$ cat config.mk
export PLATFORM = sky130hd
export DESIGN_NAME = sid_regfile
export DESIGN_NICKNAME = d
export VERILOG_FILES = /design/src/rtl/sid_regfile.sv
export SDC_FILE = /design/constraint.sdc
export NUM_CORES = 1
export LEC_CHECK = 0
export ABC_CLOCK_PERIOD_IN_PS = 2150
export BUFFER_PORTS_ARGS = -buffer_cell sky130_fd_sc_hd__buf_2
export CELL_PAD_IN_SITES_DETAIL_PLACEMENT = 0
export CELL_PAD_IN_SITES_GLOBAL_PLACEMENT = 1
export CORE_MARGIN = 10
export CORE_UTILIZATION = 40
export DETAILED_ROUTE_END_ITERATION = 8
export PLACE_DENSITY_LB_ADDON = 0.1
export SYNTH_ARGS = -nofsm -noshare
export SYNTH_HDL_FRONTEND = slang
export SYNTH_SLANG_ARGS = --single-unit
$ cat constraint.sdc
create_clock -name clk -period 2.15 [get_ports clk]
set_input_delay 0.215 -clock clk [delete_from_list [all_inputs] [get_ports clk]]
set_output_delay 0.215 -clock clk [all_outputs]
set_load 0.05 [all_outputs]
$ cat src/rtl/sid_regfile.sv
// SID-style register file: per-voice and filter registers, read-only live ports, decaying bus latch.
// Latency: writes land on the accepting edge, read data registered one cycle later. No backpressure: one accept per chip select.
module sid_regfile #(
    parameter int          NUM_VOICES  = 3,
    parameter logic [15:0] DECAY_TICKS = 16'd2000,
    localparam int         AW          = $clog2(7*NUM_VOICES+8)
) (
    input  logic                      clk,
    input  logic                      n_reset,
    input  logic                      clk_en,
    input  logic [AW-1:0]             addr,
    input  logic [7:0]                data_in,
    output logic [7:0]                data_out,
    input  logic                      n_cs,
    input  logic                      rw,
    input  logic [7:0]                osc_in,
    input  logic [7:0]                env_in,
    input  logic [7:0]                pot_x,
    input  logic [7:0]                pot_y,
    output logic [16*NUM_VOICES-1:0]  freq,
    output logic [12*NUM_VOICES-1:0]  pw,
    output logic [8*NUM_VOICES-1:0]   ctrl,
    output logic [8*NUM_VOICES-1:0]   ad,
    output logic [8*NUM_VOICES-1:0]   sr,
    output logic [NUM_VOICES-1:0]     ctrl_wr,
    output logic [10:0]               fc,
    output logic [7:0]                res_filt,
    output logic [7:0]                mode_vol
);

    localparam int F = 7*NUM_VOICES;

    logic        acc_done;
    logic        accept;
    logic        wr_acc;
    logic        rd_acc;
    logic        ro_hit;
    logic [7:0]  ro_val;
    logic        reload;
    logic [15:0] decay_cnt;
    logic [7:0]  bus_latch;

    assign accept = !n_cs && !acc_done;
    assign wr_acc = accept && !rw;
    assign rd_acc = accept && rw;

    always_comb begin
        ro_hit = 1'b0;
        ro_val = 8'h00;
        if (addr == AW'(F+4)) begin
            ro_hit = 1'b1;
            ro_val = pot_x;
        end else if (addr == AW'(F+5)) begin
            ro_hit = 1'b1;
            ro_val = pot_y;
        end else if (addr == AW'(F+6)) begin
            ro_hit = 1'b1;
            ro_val = osc_in;
        end else if (addr == AW'(F+7)) begin
            ro_hit = 1'b1;
            ro_val = env_in;
        end
    end

    // Reads that merely echo the latch must not refresh it.
    assign reload = wr_acc || (rd_acc && ro_hit);

    // acc_done tracks chip select so a long assertion yields exactly one accept.
    always_ff @(posedge clk or negedge n_reset) begin
        if (!n_reset) begin
            acc_done <= 1'b0;
        end else begin
            acc_done <= !n_cs;
        end
    end

    always_ff @(posedge clk or negedge n_reset) begin
        if (!n_reset) begin
            decay_cnt <= 16'h0000;
            bus_latch <= 8'h00;
            data_out  <= 8'h00;
        end else begin
            if (reload) begin
                decay_cnt <= DECAY_TICKS;
            end else if (clk_en && decay_cnt != 16'h0000) begin
                decay_cnt <= decay_cnt - 16'h0001;
            end

            if (wr_acc) begin
                bus_latch <= data_in;
            end else if (rd_acc && ro_hit) begin
                bus_latch <= ro_val;
            end else if (clk_en && decay_cnt == 16'h0001) begin
                bus_latch <= 8'h00;
            end

            if (rd_acc) begin
                data_out <= ro_hit ? ro_val : bus_latch;
            end
        end
    end

    always_ff @(posedge clk or negedge n_reset) begin
        if (!n_reset) begin
            freq     <= '0;
            pw       <= '0;
            ctrl     <= '0;
            ad       <= '0;
            sr       <= '0;
            ctrl_wr  <= '0;
            fc       <= '0;
            res_filt <= 8'h00;
            mode_vol <= 8'h00;
        end else begin
            for (int v = 0; v < NUM_VOICES; v++) begin
                ctrl_wr[v] <= wr_acc && (addr == AW'(7*v+4));
                if (wr_acc) begin
                    if (addr == AW'(7*v+0)) freq[16*v +: 8]  <= data_in;
                    if (addr == AW'(7*v+1)) freq[16*v+8 +: 8] <= data_in;
                    if (addr == AW'(7*v+2)) pw[12*v +: 8]    <= data_in;
                    if (addr == AW'(7*v+3)) pw[12*v+8 +: 4]  <= data_in[3:0];
                    if (addr == AW'(7*v+4)) ctrl[8*v +: 8]   <= data_in;
                    if (addr == AW'(7*v+5)) ad[8*v +: 8]     <= data_in;
                    if (addr == AW'(7*v+6)) sr[8*v +: 8]     <= data_in;
                end
            end
            if (wr_acc) begin
                if (addr == AW'(F+0)) fc[2:0]  <= data_in[2:0];
                if (addr == AW'(F+1)) fc[10:3] <= data_in;
                if (addr == AW'(F+2)) res_filt <= data_in;
                if (addr == AW'(F+3)) mode_vol <= data_in;
            end
        end
    end

endmodule

# Yosys cells after proc, flatten, opt, wreduce, memory -nomap -nowiden

Index checks and enable logic that the tools add are counted.

Output and inout port bits: 194
Input bits: 50
Flip-flop bits (word level): 219

Add/subtract/negate cells: 1
Muxes and demuxes: 14
Equality and inequality tests: 29
Reductions and logical operators: 42

Operators by type and width:

| cell                    | count |
|---|---|
| $eq A5 B5 Y1 const B    | 13 |
| $mux W8                 | 8 |
| $reduce_and A2 Y1       | 25 |
| $eq A5 B4 Y1 const B    | 8 |
| $mux W16                | 2 |
| $eq A5 B3 Y1 const B    | 4 |
| $eq A16 B1 Y1 const B   | 1 |
| $reduce_bool A16 Y1     | 1 |
| $sub A16 B1 Y16 const B | 1 |
| $eq A5 B2 Y1 const B    | 2 |
| $logic_and A1 B1 Y1     | 9 |
| $eq A5 B1 Y1 const B    | 1 |
| $logic_not A5 Y1        | 1 |
| $mux W1                 | 4 |
| $logic_not A1 Y1        | 3 |
| $reduce_bool A3 Y1      | 1 |
| $reduce_bool A2 Y1      | 1 |
| $logic_or A1 B1 Y1      | 1 |

# Longest topological paths before layout

Gate-level depths: netlist of run 1.

Depth after elaboration: 8
Depth in mapped cells: 7

# Least setup slack after synthesis of run 1

No wires, ideal clock.

Kind: register -> register
From: reg acc_done
To: reg res_filt[0]
Period minus slack after synthesis: 1.950 ns
Data arrival time: 1.825 ns
Cell stages (with the launch flop): 6
Buffers on the path: 1
Path slack: 0.200 ns
Required time: 2.025 ns
Library setup time: 0.125 ns
Path through: dfrtp_1 -> or3_4 -> or3_1 -> buf_6 -> nor2_8 -> mux2_2

Longest elaborated chain between the ends: 4

RTL lines:

| element                            | line | source |
|---|---|---|
| start: declaration                 | 33   | `logic acc_done;` |
| start signal: assignment           | 73   | `acc_done <= !n_cs;` |
| $logic_not A1 Y1                   | 43   | `assign accept = !n_cs && !acc_done;` |
| $logic_and A1 B1 Y1                | 43   |  |
| $logic_and A1 B1 Y1                | 44   | `assign wr_acc = accept && !rw;` |
| $reduce_and A2 Y1 (no source line) | n/a  |  |
| end signal: assignment             | 130  | `if (addr == AW'(F+2)) res_filt <= data_in;` |
| end: declaration                   | 27   | `output logic [7:0] res_filt,` |

No other way between the ends.
A chain may end at the register's enable or synchronous reset.

# Worst setup path after layout of run 1

From: in n_cs
To: reg sr[16]

Longest elaborated chain between the ends: 4

RTL lines:

| element                            | line | source |
|---|---|---|
| start: declaration                 | 14   | `input logic n_cs,` |
| $logic_not A1 Y1                   | 43   |  |
| $logic_and A1 B1 Y1                | 43   |  |
| $logic_and A1 B1 Y1                | 44   |  |
| $reduce_and A2 Y1 (no source line) | n/a  |  |
| end signal: indexed assignment     | 124  | `if (addr == AW'(7*v+6)) sr[8*v +: 8] <= data_in;` |
| end: declaration                   | 24   | `output logic [8*NUM_VOICES-1:0] sr,` |

No other way between the ends.

==> results by group, run 1 <==
Run status
  – Status: finished clean

Timing
  – Final hold vios: 0
  – Worst hold slack: 0.183 ns
  – Fmax: roughly 480 MHz
  – Crit share post-route: 96.7%
  – RSZ-0062 raised after global routing: no
  – Slew at the pin closest to its max-slew limit: slightly below 0.8 ns
  – Slew margin rel.: a little under half
  – Clk_skew: 0.0128 ns
  – Final max-slew violation count: 0
  – Setup violations, final: 0
  – Min Tclk post-route: between 2 and 2.5 ns
  – Setup TNS: 0 ns

Clock network
  – Clk pin slew, worst setup/hold paths: roughly 0.05 ns
  – CTS tree: done
  – Cts bufs inserted: 25
  – H-Tree Depth: 1
  – Root Driver: clkbuf_16
  – Longest Clk Path Bufs: 3
  – Clock sinks: 219
  – Later-pin clock latency in the skew report: 0.53 ns

Place
  – IO Port Bufs: 243
  – Gpl congestion: around 0.84
  – Hpwl dp: 20.3 mm
  – Placed inst area: 10900 um2

Power and ir drop
  – Worst VDD drop: 0.565 mV
  – Combinational share of power: 20.9%
  – Power Dens Cells: 972 nW/um2
  – Sw Ratio: between 30 and 40%
  – Clk pwr share: 37.3%
  – Lkg Pwr: 0.00636 uW
  – Psw: 3670 uW
  – Int Pwr: 7790 uW
  – Sequential Power Share: between 40% and 50%
  – Overall Power: 11500 uW

Route
  – Post-DRT Antenna Nets: 0
  – Total Wirelength: approximately 28 mm
  – Wirelength per Cell: between 20 and 25 um
  – 1st-pass router iterations: 4
  – DRT iter0 DRCs: 360
  – Via/cell ratio: approximately 5.3
  – DRC violations left: 0
  – Vias: between 6000 and 7000

Layout
  – Most frequent cells in the layout: buf_2, dfrtp_1, mux2_2
  – # fillers: approximately 2000
  – Design Area, Final: 11800 um2
  – Layout cells sized above 1: 54.7%
  – Synthesis-to-finish area growth: 28.3%
  – N_diodes: 0
  – Most common cell after layout, fill and taps aside: buf_2
  – Nets@finish: about 990

Setup path
  – Critical path's slowest cell: dlygate4sd3_1
  – Critical Path AT: around 2.5 ns
  – Worst path max stage delay: 0.54 ns
  – Worst Setup Path Type: primary input to flip-flop
  – Crit Path Max Fanout: 8
  – Crit path buffers/inverters: 3
  – CP required: 2.55 ns
  – CP delay by family, top: simple AND/OR/NAND/NOR gates
  – Critical path cell sequence: dlygate4sd3_1, buf_2, or3_4, or3_4, buf_4, nor2_8, mux2_2
  – Critical Path End Type: flip-flop
  – CP most frequent cell: or3_4
  – CP startpoint kind: primary input

Global route
  – Vias in the first global route: 7057
  – Grt ovf: 0
  – Met3 Use GR: 6.44%
  – GR peak layer: met2
  – Met1 usage in global routing: between 20% and 30%
  – Total Routing Usage GR: 18.6%
  – Largest net degree at the start of global routing: between 60 and 70
  – GRT met2 Usage: between 30% and 40%
  – First-pass GRT wire length: 42.4 mm
  – Initial antenna violation count: 0

Min path
  – Hold Crit Class: primary input to flip-flop

Synthesis
  – Ys Warns: 0
  – Post-Syn Area: 9200 um2
  – Dominant cells by area after synthesis: dfrtp_1, mux2_2, nand2_1, clkbuf_1, a211o_1
  – Fraction of registers with async set/reset: 100%
  – Post-Synthesis Cells: 664
  – Area leader, netlist: dfrtp_1
  – Count of cell types in the netlist: 56
  – Count of flip-flops with a built-in enable after synthesis: 0
  – Main synth FF type: dfrtp_1
  – Post-synth top area share: 59.6%
  – Post-Syn Nets: 716
  – Register bit total from synthesis: ~220
  – Post-synthesis sequential area ratio: between 50% and 60%
  – Syn Area/Cell: 13.8 um2

Floorplan
  – FP Rows: 55
  – Die W: 172 um
  – Die Ht: roughly 170 um
  – I/O pins: 244
  – Initial Utilization: 40.6%
  – Core footprint: 22600 um2
  – Area of the die: 29500 um2

Flow run
  – Max-Cap Viols: 0
-- state kept, by name (all words and copies together) (netlist names), 11 cells and up --
signal and flops:
ad 24, fc 11, decay_cnt 16, ctrl 24, pw 36, freq 48, sr 24
-- area by class of cell --
type	instances	area (um2)	area share, %
inverters	9	33.8	0.286
well taps	285	357	3.02
flip-flops and latches	219	5480	46.5
multi-input cells	399	3550	30.1
repair buffers	279	1530	13.0
clock inverters	6	95.1	0.806
clock buffers	36	747	6.33
-- layer usage --
layer / vias to the layer above / wire length (um) / part of all wire, %
met2: 192 / 13800 / 50
met4: 0 / 462 / 1.7
met5: - / 0 / 0
li1: 2965 / - / -
met3: 28 / 2350 / 8.5
met1: 3359 / 11100 / 40
-- cells in the mapped netlist (2+ instances only) --
cell and instances:
mux2_2 180, ha_1 2, nor2b_1 3, mux2i_1 3, o21ai_0 9, a41oi_1 2
nand4_1 13, inv_1 9, and4_1 2, a21oi_1 6, buf_2 7, nor3b_1 3
mux2_1 3, nor4b_1 2, o31ai_1 2, o211ai_1 5, a2111oi_2 2, nor4b_4 2
nand2_2 7, a32oi_1 2, nand3_1 17, and3_1 6, or4_1 5, a311o_1 5
a2111oi_0 3, nor2_1 7, or2_2 2, nand2b_1 9, nor3_1 13, nand2_1 30
or3_1 6, and2_1 8, nor2_8 3, dfrtp_1 219, a211o_1 10, clkbuf_1 28
nor4_1 10
-- final timing paths --
path	from	to	slack [ns]	cells after the start
worst max-delay path	n_cs	sr[16]	0.07	7
worst min-delay path	clk_en	decay_cnt[0]	0.18	5
worst max register to register	acc_done	sr[16]	0.09	5
worst min register to register	res_filt[4]	res_filt[4]	0.49	1
max in group asynchronous	n_reset	ctrl[20]	1.10	3
min in group asynchronous	n_reset	decay_cnt[2]	0.25	2
-- power groups by stage --
stage | sequential, uW | clock, uW | combinational [uW]
after global placement | 4830 | 0 | 2390
final | 4790 | 4280 | 2390
after global routing | 4850 | 4560 | 2530
after detailed placement | 4850 | 0 | 2410
after floorplan | 5920 | 0 | 563
after CTS | 4780 | 4370 | 2420
-- tightest hold or removal path, cell delays in order --
cell and delay, ns:
buf_2 0.12, inv_1 0.11, a41oi_1 0.09, nand2_1 0.07, a21oi_1 0.05
-- what timing repair did --
item | in CTS | in global routing
gates resized for setup | 0 | 6
setup buffers | 0 | 3
endpoints found under the hold margin | 68 | 0
setup endpoints to repair | 0 | 73
hold buffers | 5 | 0
-- metrics by stage --
step | util [%] | std cells | setup slack (ns)
5_1_grt | 52.1 | 1233 | 0.0244
3_5_place_dp | 48.0 | 1183 | 0.00622
4_1_cts | 51.9 | 1230 | 0.00404
3_3_place_gp | 48.0 | 1183 | 0.0586
2_1_floorplan | - | 664 | 0.200
6_report | 52.1 | 1233 | 0.0708
-- cells by family after synthesis --
logic type | share of synthesized area (%)
AO/OA/AOI/OAI | 4.42
flip-flops | 59.6
multiplexers | 22.7
buffers and inverters | 2.07
adder cells (fa/ha/maj) | 0.272
AND/OR/NAND/NOR | 10.9
Note: power is estimated with default switching activity, not from simulation.
==> run 2: changes to the inputs <==
==> constraint.sdc (replaced) <==
create_clock -name clk -period 2.15 [get_ports clk]
set_input_delay 0.3225 -clock clk [delete_from_list [all_inputs] [get_ports clk]]
set_output_delay 0.3225 -clock clk [all_outputs]
set_load 0.05 [all_outputs]
==> results by group, run 2 (synthesis results as in run 1) <==
Global route
  – Largest net degree at the start of global routing: 60 (-9.1%)
  – Initial antenna violation count: 0 (unchanged)
  – First-pass GRT wire length: 42.8 mm (+0.98%)
  – Grt ovf: 0 (unchanged)
  – Vias in the first global route: 7059 (+0.028%)
  – Total Routing Usage GR: 18.8% (+0.18 points)

Timing
  – Slew margin rel.: 52.9% (+5.6 points)
  – Clk_skew: 0.0129 ns (+0.0000633 ns)
  – Final max-slew violation count: 0 (unchanged)
  – Setup TNS: 0 ns (unchanged)
  – Setup violations, final: 0 (unchanged)
  – Fmax: 479 MHz (-0.33%)
  – Min Tclk post-route: 2.09 ns (+0.00695 ns)
  – Crit share post-route: 97.0% (+0.32 points)
  – Final hold vios: 0 (unchanged)
  – Slew at the pin closest to its max-slew limit: 0.701 ns (-0.0871 ns)
  – RSZ-0062 raised after global routing: no

Route
  – DRC violations left: 0 (unchanged)
  – Post-DRT Antenna Nets: 0 (unchanged)
  – Vias: 6522 (-0.34%)
  – Via/cell ratio: 5.25 (-1.1%)
  – DRT iter0 DRCs: 354 (-1.7%)
  – Wirelength per Cell: 22.5 um (about the same)
  – 1st-pass router iterations: 6 (+2)
  – Total Wirelength: 28.0 mm (+0.64%)

Clock network
  – Root Driver: clkbuf_16
  – Longest Clk Path Bufs: 3 (unchanged)
  – Clock sinks: 219 (unchanged)
  – Later-pin clock latency in the skew report: 0.53 ns (about the same)
  – Clk pin slew, worst setup/hold paths: 0.06 ns (about the same)
  – H-Tree Depth: 1 (unchanged)
  – CTS tree: done
  – Cts bufs inserted: 25 (unchanged)

Place
  – Placed inst area: 10900 um2 (+0.81%)
  – IO Port Bufs: 243 (unchanged)
  – Gpl congestion: 0.852 (+1.2%)
  – Hpwl dp: 20.4 mm (+0.75%)

Setup path
  – Worst path max stage delay: 0.45 ns (-0.09 ns)
  – Critical Path End Type: flip-flop
  – Reg2Reg Depth: 5 (unchanged)
  – Critical path's slowest cell: or3_4
  – Crit Path Max Fanout: 8 (unchanged)
  – Critical Path AT: 2.49 ns (about the same)
  – Critical path cell sequence: or3_4, or3_1, buf_4, nor2_8, mux2_2
  – CP required: 2.56 ns (about the same)
  – CP delay by family, top: simple AND/OR/NAND/NOR gates
  – Cell count along the critical path: 5 (-2)
  – Worst Setup Path Type: flip-flop to flip-flop
  – CP startpoint kind: flip-flop
  – Crit path buffers/inverters: 1 (-2)

Layout
  – Design Area, Final: 11800 um2 (about the same)
  – Top reg by flops: freq
  – Most frequent cells in the layout: buf_2, dfrtp_1, mux2_2
  – Nets@finish: 989 (+0.41%)
  – Synthesis-to-finish area growth: 28.2% (about the same)
  – Layout cells sized above 1: 55.2% (+0.48 points)
  – # fillers: 2015 (-0.44%)
  – Largest register FFs: 48 (unchanged)
  – Most common cell after layout, fill and taps aside: buf_2
  – Top Registers: freq: 48 flops, pw: 36 flops

Floorplan
  – Core footprint: 22600 um2 (unchanged)
  – Area of the die: 29500 um2 (unchanged)
  – Die W: 172 um (unchanged)
  – FP Rows: 55 (unchanged)
  – Initial Utilization: 40.6% (unchanged)
  – Die Ht: 172 um (unchanged)
  – I/O pins: 244 (unchanged)

Power and ir drop
  – Worst VDD drop: 0.563 mV (-0.36%)
  – Overall Power: 11300 uW (-1.1%)
  – Lkg Pwr: 0.00637 uW (+0.13%)
  – Power Dens Cells: 962 nW/um2 (-0.99%)

Min path
  – Hold Crit Class: primary input to flip-flop
  – Worst Hold Path Cells: 3 (-2)

Flow run
  – Max-Cap Viols: 0 (unchanged)

Run status
  – Status: finished clean
## run 2: worst register-to-register path, cell delays in order, from the launching register on
cell and delay [ns]:
dfrtp_1 0.42, or3_4 0.45, or3_1 0.35, buf_4 0.20
nor2_8 0.19, mux2_2 0.36
## run 2: final timing paths
kind	from	endpoint	slack, ns
setup / recovery	acc_done	fc[4]	0.06
hold / removal	n_cs	acc_done	0.09
setup reg to reg	acc_done	fc[4]	0.06
hold reg to reg	sr[0]	sr[0]	0.50
max in group asynchronous	n_reset	mode_vol[2]	1.12
min in group asynchronous	n_reset	decay_cnt[3]	0.34
## run 2: final cells by class
class	instances	area (um2)	area share, %
sequential	219	5480	46.5
multi-input combinational	399	3540	30.0
timing repair buffer	283	1570	13.3
clock buffer	33	696	5.90
tap	285	357	3.02
clock inverter	13	114	0.966
inverter	9	33.8	0.287
antenna	1	2.50	0.0212
## run 2: per-stage QoR
step	utilization [%]	setup WS [ns]	hold slack, ns	cells
final	52.1	0.0638	0.0924	1242
after global routing	52.1	0.000755	0.102	1241
after CTS	52.0	0.0520	0.0679	1240
after detailed placement	48.3	0.0653	0.348	1193
after global placement	48.3	0.0823	0.348	1193
after floorplan	-	0.200	0.0269	664
## run 2: per-layer routing
metal / GRT usage, % / part of all wire [%] / up-vias / routed length (um)
met2: 32.4 / 50 / 188 / 14000
met3: 6.35 / 8.4 / 33 / 2340
met5: 0 / 0 / - / 0
met1: 22.1 / 40 / 3325 / 11100
met4: 4.08 / 1.7 / 0 / 476
li1: - / - / 2976 / -
## run 2: repair_timing
item | 4_1_cts | 5_1_grt
resized for setup | 0 | 3
setup buffers | 0 | 1
endpoints found under the hold margin | 53 | 0
hold buffers | 1 | 0
setup endpoints to repair | 0 | 4
## run 2: power by group
part / switching [uW] / internal (uW)
combinational: 1780 / 643
sequential: 264 / 4520
clock: 1720 / 2420
total: 3760 / 7580
